### src/rtl/pipe_hazard_unit.sv
// Hazard controller for the 5-stage pipeline. Tracks EX/MEM/WB destinations
// in a three-entry scoreboard and derives forwarding selects, load-use
// stalls, branch flushes and freeze control. Also counts PC-hold cycles.
module pipe_hazard_unit #(
  parameter int REG_AW       = 5,
  parameter int BRANCH_STAGE = 3,
  parameter int CNT_W        = 16
) (
  input  logic              clock,
  input  logic              reset,
  input  logic              id_valid,
  input  logic [REG_AW-1:0] id_rs,
  input  logic [REG_AW-1:0] id_rt,
  input  logic              id_use_rs,
  input  logic              id_use_rt,
  input  logic [REG_AW-1:0] id_dest,
  input  logic              id_reg_write,
  input  logic              id_mem_read,
  input  logic              br_taken,
  input  logic              mem_busy,
  output logic              pc_hold,
  output logic              ifid_hold,
  output logic              ifid_flush,
  output logic              idex_flush,
  output logic              exmem_flush,
  output logic              pipe_freeze,
  output logic [1:0]        fwd_a,
  output logic [1:0]        fwd_b,
  output logic [CNT_W-1:0]  stall_cnt
);

  logic              ex_valid, ex_reg_write, ex_mem_read;
  logic [REG_AW-1:0] ex_dest, ex_rs, ex_rt;
  logic              mem_valid, mem_reg_write, mem_mem_read;
  logic [REG_AW-1:0] mem_dest;
  logic              wb_valid, wb_reg_write, wb_mem_read;
  logic [REG_AW-1:0] wb_dest;

  logic load_use;
  logic mem_wr_ok, wb_wr_ok;

  // Load in EX whose destination is read by the instruction in ID.
  always_comb begin
    load_use = ex_valid && ex_mem_read && (ex_dest != '0) && id_valid &&
               ((id_use_rs && (id_rs == ex_dest)) ||
                (id_use_rt && (id_rt == ex_dest)));
  end

  // Freeze beats branch, branch beats load-use; reset masks everything.
  always_comb begin
    pc_hold     = 1'b0;
    ifid_hold   = 1'b0;
    ifid_flush  = 1'b0;
    idex_flush  = 1'b0;
    exmem_flush = 1'b0;
    pipe_freeze = 1'b0;
    if (!reset) begin
      if (mem_busy) begin
        pipe_freeze = 1'b1;
        pc_hold     = 1'b1;
        ifid_hold   = 1'b1;
      end else if (br_taken) begin
        ifid_flush  = 1'b1;
        idex_flush  = 1'b1;
        exmem_flush = (BRANCH_STAGE == 3);
      end else if (load_use) begin
        pc_hold    = 1'b1;
        ifid_hold  = 1'b1;
        idex_flush = 1'b1;
      end
    end
  end

  // Operand forwarding: the younger producer (MEM) wins over WB.
  always_comb begin
    mem_wr_ok = mem_valid && mem_reg_write && (mem_dest != '0);
    wb_wr_ok  = wb_valid && wb_reg_write && (wb_dest != '0);
    fwd_a     = 2'b00;
    fwd_b     = 2'b00;
    if (!reset && ex_valid) begin
      if (mem_wr_ok && (mem_dest == ex_rs))     fwd_a = 2'b01;
      else if (wb_wr_ok && (wb_dest == ex_rs))  fwd_a = 2'b10;
      if (mem_wr_ok && (mem_dest == ex_rt))     fwd_b = 2'b01;
      else if (wb_wr_ok && (wb_dest == ex_rt))  fwd_b = 2'b10;
    end
  end

  // Scoreboard shifts alongside the pipeline registers; holds on freeze.
  always_ff @(posedge clock) begin
    if (reset) begin
      ex_valid  <= 1'b0;
      mem_valid <= 1'b0;
      wb_valid  <= 1'b0;
    end else if (!pipe_freeze) begin
      wb_valid      <= mem_valid;
      wb_dest       <= mem_dest;
      wb_reg_write  <= mem_reg_write;
      wb_mem_read   <= mem_mem_read;
      mem_valid     <= ex_valid && !exmem_flush;
      mem_dest      <= ex_dest;
      mem_reg_write <= ex_reg_write;
      mem_mem_read  <= ex_mem_read;
      ex_valid      <= id_valid && !idex_flush;
      ex_dest       <= id_dest;
      ex_reg_write  <= id_reg_write;
      ex_mem_read   <= id_mem_read;
      ex_rs         <= id_rs;
      ex_rt         <= id_rt;
    end
  end

  // Saturating count of cycles the PC was held.
  always_ff @(posedge clock) begin
    if (reset) begin
      stall_cnt <= '0;
    end else if (pc_hold && (stall_cnt != {CNT_W{1'b1}})) begin
      stall_cnt <= stall_cnt + 1'b1;
    end
  end

endmodule

### config.mk
export PLATFORM = sky130hd
export DESIGN_NAME = pipe_hazard_unit
export DESIGN_NICKNAME = d
export VERILOG_FILES = /design/src/rtl/pipe_hazard_unit.sv
export SDC_FILE = /design/constraint.sdc
export NUM_CORES = 1
export LEC_CHECK = 0
export ABC_AREA = 1
export CAP_MARGIN = 15
export CORE_MARGIN = 2
export CORE_UTILIZATION = 52
export DETAILED_ROUTE_END_ITERATION = 16
export PLACE_DENSITY = 0.92
export SKIP_LAST_GASP = 1
export SLEW_MARGIN = 20
export SYNTH_ARGS = -nofsm -noshare
export SYNTH_HDL_FRONTEND = slang
export SYNTH_SLANG_ARGS = --single-unit
### constraint.sdc
create_clock -name clock -period 3.1 [get_ports clock]
set_input_delay 0.31 -clock clock [delete_from_list [all_inputs] [get_ports clock]]
set_output_delay 0.31 -clock clock [all_outputs]
set_load 0.05 [all_outputs]
After elaboration in Yosys (flattened, before gate mapping)
Cells that the tools add are included.
{"block": "totals", "register_bits": 48, "latch_bits": 0, "ram_bits": 0, "rom_bits": 0, "input_bits": 24, "output_inout_bits": 26, "wordCells": 67, "n_memories": 0}
{"block": "op_classes", "n_addsub": 1, "mul": 0, "div_mod_pow": 0, "magnitude_cmp": 0, "n_eq_ne": 7, "shift": 0, "mux": 18, "bitwise": 2, "reduce_logical": 26}
{"cell": "5-bit == test", "count": 6}
{"cell": "1-bit logical AND", "count": 18}
{"cell": "16-bit by 1-bit adder with 16-bit output, second input constant", "count": 1}
{"cell": "16-bit != test, second input constant", "count": 1}
{"cell": "5-bit nonzero test", "count": 3}
{"cell": "1-bit two-way mux", "count": 12}
{"cell": "2-bit two-way mux", "count": 6}
{"cell": "1-bit zero test", "count": 3}
{"cell": "1-bit inverter", "count": 2}
{"cell": "2-bit AND reduction", "count": 1}
{"cell": "1-bit logical OR", "count": 1}

Longest topological paths before layout
{"block": "logic_depth", "depth_word": 10, "depth_mapped": 13, "depth_no_buf": 12}

Worst setup path after synthesis
OpenSTA, ideal clock, no wires.
{"block": "synth_path", "path_type": "in2out", "startpoint": "input port reset", "endpoint": "output port ifid_flush", "arrival_time_ns": 3.063, "required_ns": 2.790, "slack_ns": -0.273, "stages": 5, "n_path_buf": 2, "path_cell_list": "clkbuf_1 > nor2_1 > inv_1 > nor2_1 > buf_4"}
{"block": "synth_between", "elab_chain_len": 1}
{"element": "from (decl)", "line_no": "10", "source": "input logic reset,"}
{"element": "1-bit two-way mux"}
{"element": "to (decl)", "line_no": "23", "source": "output logic ifid_flush,"}
Every way passes these cells.

Worst setup path after layout
{"block": "layout_path", "startpoint": "input port reset", "endpoint": "output port ifid_hold"}
{"block": "layout_between", "elab_chain_len": 1}
{"element": "1-bit two-way mux", "line_no": "57", "source": "if (!reset) begin"}
{"element": "to (decl)", "line_no": "22", "source": "output logic ifid_hold,"}
Every way passes these cells.

==> impl_summary.md <==
Run status
The run finished with clean final reports.

Global route
The total congestion overflow is 0. The maximum number of pins on one net before global-route repair is 31. The number of antenna violations at the first check in global routing is 0. The wire length of the first global-routing pass is 9370 um.

The number of global-route vias before repair is 1999. Global routing used 22.6% of the available tracks across all layers.

CTS
The clock passes through at most 2 buffers. The cell at the root of the clock tree is sky130_fd_sc_hd__clkbuf_8. Once the clock tree was built, the resizer swapped 0 gates to a different size. The clock input transition at the sequential cells of the worst setup and hold paths is approximately 80 ps. The number of hold-repair buffers added at the cts stage is 0. The CTS tree is yes. The number of sinks driven by the clock tree is 48.

The clock buffer count from CTS is 5. The number of buffers inserted to repair setup after CTS is 0. In this run the number of H-tree levels came out at 2. For the worst-skew pair, the clock arrives at the later sink with an insertion delay of 300 ps.

Drt
The first TritonRoute pass finished after 5 iterations. The first-iteration detailed-routing DRC count is 186. The wire length after detailed routing is 5920 um. The via count of the routed design is 2211. After detailed routing, the average wire length per cell comes to 14.1 um. The detailed-route DRC error count is 0. The final antenna-violating net count is 0. After detailed routing, the number of vias per cell comes to roughly 5.3.

Synth
During synthesis, Yosys emitted a total of 0 warnings. Summing every instance area after synthesis gives between 2000 and 3000 um^2. After synthesis, the mean cell area works out to 8.47 um^2. When the netlist entered floorplanning its net count stood at 327.

sky130_fd_sc_hd__edfxtp_1 takes more of the synthesized area than any other cell. The most common flop cell mapped by yosys is sky130_fd_sc_hd__edfxtp_1. The most frequent cell after synthesis is sky130_fd_sc_hd__nand2_1.

Summing the areas of all xor and xnor instances in the mapped netlist gives 8.90% of the synthesized area. In the synthesized netlist the async set-or-reset flop fraction comes to 0%. The share of the synthesized area in the top cell type is 34.0%.

The simple-gate share of the synthesized area is 28.7%. The cell count after synthesis is 302. The share of the Yosys chip area taken by registers is 48.9%. In the synthesized netlist, mux cells make up 0% of the area.

The post-synthesis compound-gate area fraction is 5.87%. The synthesized design contains 29 enable-type register cells. By area the synthesized netlist is led by sky130_fd_sc_hd__edfxtp_1 (34%), sky130_fd_sc_hd__dfxtp_1 (15%), sky130_fd_sc_hd__nand2_1 (11%).

Counting instances in the post-synthesis netlist gives the leading cell types as sky130_fd_sc_hd__nand2_1 (74), sky130_fd_sc_hd__nor2_1 (34), sky130_fd_sc_hd__edfxtp_1 (29), sky130_fd_sc_hd__inv_1 (29), sky130_fd_sc_hd__nand3_1 (29). The share of synthesized cell area in full adder, half adder and majority cells is 0.489%. Counting distinct cell types in the post-synthesis netlist gives 31. After synthesis the netlist holds a flip-flop and latch count of 48. After synthesis, the largest family of logic cells by area is simple AND/OR/NAND/NOR gates.

Floorplan
Measured along the y axis, the die boundary spans 74.1 um. The die is 74.1 um wide. The region available for standard cell placement spans 4720 um^2. The number of top-level pins is 50. The starting density of the core is 54.2%. The cell row count is 25. The floorplan step defined a die boundary enclosing 5500 um^2.

Placed design
At the end of routability-driven placement, the weighted congestion stood at 0.870. In this run, placement finished with an instance count of 413. Summed over all nets, the half-perimeter wirelength after detailed placement is 4440 um. The number of input and output port buffers inserted is 49.

Timing
Setup repair after global routing left no endpoint under its margin. For the final database, setup skew stands at 5.58 ps. After routing, the total negative slack on setup checks comes to 0 ps. Dividing the final minimum period by the clock period gives 78.8%. The headroom to the max-slew limit is 49.3%. Setup violations remaining at the end of the flow were counted as 0.

The post-layout minimum cycle time is 2440 ps. For the pin with the worst max-slew slack, the measured transition is 758 ps. The upper clock frequency limit is 409 MHz.

The number of hold violations in the final report was 0. The count of pins over their slew limit is 0.

Final layout
The number of diodes added for antenna fixing is 0. The share of post-route cells with drive strength above 1 is 13.0%. For this run, the post-layout net count is 378.

The number of filler instances in the final layout is 332. The finished layout holds 421 standard cells, fillers aside. From synthesis to final layout, the design area changed by 29.7%.

Power
VDD sags by at most 0.286 mV. Summed over all cells, the static leakage comes to 1.28 nW. The share of total power dissipated in the clock network is 41.1%.

The share of total power dissipated in sequential elements is 48.6%. The power density normalized to cell area is approximately 450 nW/um^2. The internal portion of the total power is ~1.2 mW.

The combinational power share is 10.3%. The net switching power of the design is about 310 uW. Net switching is around a fifth of the power.

Min path
In this run the most critical hold path is launched from ex_reg_write. The min-delay analysis places its worst path in the category reg2reg.

Setup path
The data required time at the worst endpoint is ~2800 ps. The worst setup path is captured at an output port. The data arrival time of the worst path is approximately 2100 ps. The worst setup path is launched from an input port. The worst setup path is of the in2out kind. The reg-to-reg critical path startpoint is stall_cnt[0]. The startpoint of the worst setup timing path is reset. Of all nets on the critical path, the largest fanout is 17.

Flow run
The max capacitance violation total is 0.
[worst max-delay path, cell delays in order]
cell and delay, ps:
sky130_fd_sc_hd__clkdlybuf4s50_1 590, sky130_fd_sc_hd__nor2_1 310, sky130_fd_sc_hd__inv_1 110, sky130_fd_sc_hd__nand2_1 580, sky130_fd_sc_hd__buf_12 220
[state kept, by name, indices dropped and copies added, names as in the netlist]
name	flops
wb_dest	5
ex_dest	5
mem_dest	5
ex_rt	5
wb_reg_write	1
ex_valid	1
mem_reg_write	1
ex_reg_write	1
ex_rs	5
stall_cnt	16
mem_valid	1
wb_valid	1
ex_mem_read	1
[power by group through the flow]
stage / combinational (mW) / sequential, mW / clock (mW)
floorplan: 0.0818 / 0.737 / 0
global placement: 0.146 / 0.736 / 0
global route: 0.166 / 0.726 / 0.640
CTS: 0.152 / 0.723 / 0.618
detailed placement: 0.151 / 0.737 / 0
finish: 0.153 / 0.723 / 0.611
[metal layers]
| metal | share of wire, % | track usage (%) |
|---|---|---|
| met5 | 0 | 0 |
| met4 | 1.8 | 7.88 |
| met3 | 6.2 | 4.07 |
| met2 | 49 | 36.3 |
| met1 | 43 | 31.0 |
[cell usage in the layout (no fill, tap or decap)]
cell / count
sky130_fd_sc_hd__nor3_4: 1
sky130_fd_sc_hd__nand4_2: 1
sky130_fd_sc_hd__inv_2: 6
sky130_fd_sc_hd__bufinv_16: 3
sky130_fd_sc_hd__xor2_1: 14
sky130_fd_sc_hd__a31oi_1: 1
sky130_fd_sc_hd__nor4_1: 4
sky130_fd_sc_hd__nand2_1: 74
sky130_fd_sc_hd__nand2_2: 1
sky130_fd_sc_hd__o32ai_1: 1
sky130_fd_sc_hd__nand2_4: 2
sky130_fd_sc_hd__a221oi_1: 1
sky130_fd_sc_hd__nand3b_1: 2
sky130_fd_sc_hd__ha_1: 1
sky130_fd_sc_hd__or2_2: 5
sky130_fd_sc_hd__edfxtp_1: 29
sky130_fd_sc_hd__nor2_2: 1
sky130_fd_sc_hd__xnor2_1: 12
sky130_fd_sc_hd__dfxtp_1: 19
sky130_fd_sc_hd__a21oi_1: 8
sky130_fd_sc_hd__o21ai_0: 2
sky130_fd_sc_hd__buf_4: 6
sky130_fd_sc_hd__clkbuf_8: 5
sky130_fd_sc_hd__inv_1: 29
sky130_fd_sc_hd__nand4_1: 3
sky130_fd_sc_hd__buf_12: 6
sky130_fd_sc_hd__nor2_4: 1
sky130_fd_sc_hd__a21oi_2: 8
sky130_fd_sc_hd__nor2_1: 33
sky130_fd_sc_hd__o22ai_1: 1
sky130_fd_sc_hd__nor3_1: 5
sky130_fd_sc_hd__nand3_1: 29
sky130_fd_sc_hd__clkdlybuf4s50_1: 40
[cells by family (layout without fill, tap and decap cells)]
kind of cell | Yosys count | in the layout
xor gates and xnor gates | 26 | 26
adders and majority gates | 1 | 1
DFF | 48 | 48
AOI/OAI and AO/OA | 22 | 22
buffers and inverters | 43 | 95
and+or+nand+nor | 162 | 162
[per-stage QoR]
stage	power (mW)	worst slack (ps)	hold slack (ps)	utilization, %	area [um^2]
2_1_floorplan	0.818	252	400	-	2560
3_3_place_gp	0.882	722	404	66.9	3160
3_5_place_dp	0.889	633	405	66.9	3160
4_1_cts	1.49	696	425	70.3	3320
5_1_grt	1.53	543	452	70.3	3320
6_report	1.49	657	424	70.3	3320
[path summary, 6_finish.rpt]
kind / end / slack (ps) / depth (start not counted)
worst min register to register: mem_reg_write / 420 / 0
worst min-delay path: mem_reg_write / 420 / 0
worst max register to register: stall_cnt[1] / 910 / 9
worst max-delay path: ifid_hold / 660 / 5
[final cells by class]
type                       instances  area [um^2]  share of cell area, %
clock buffer                       5         68.8                   2.07
timing repair buffer              52          566                   17.0
inverter                          35          131                   3.96
multi-input combinational        211         1130                   34.0
sequential                        48         1250                   37.7
clock inverter                     3         90.1                   2.71
tap                               67         83.8                   2.53
Note: power is estimated with default switching activity, not from simulation.
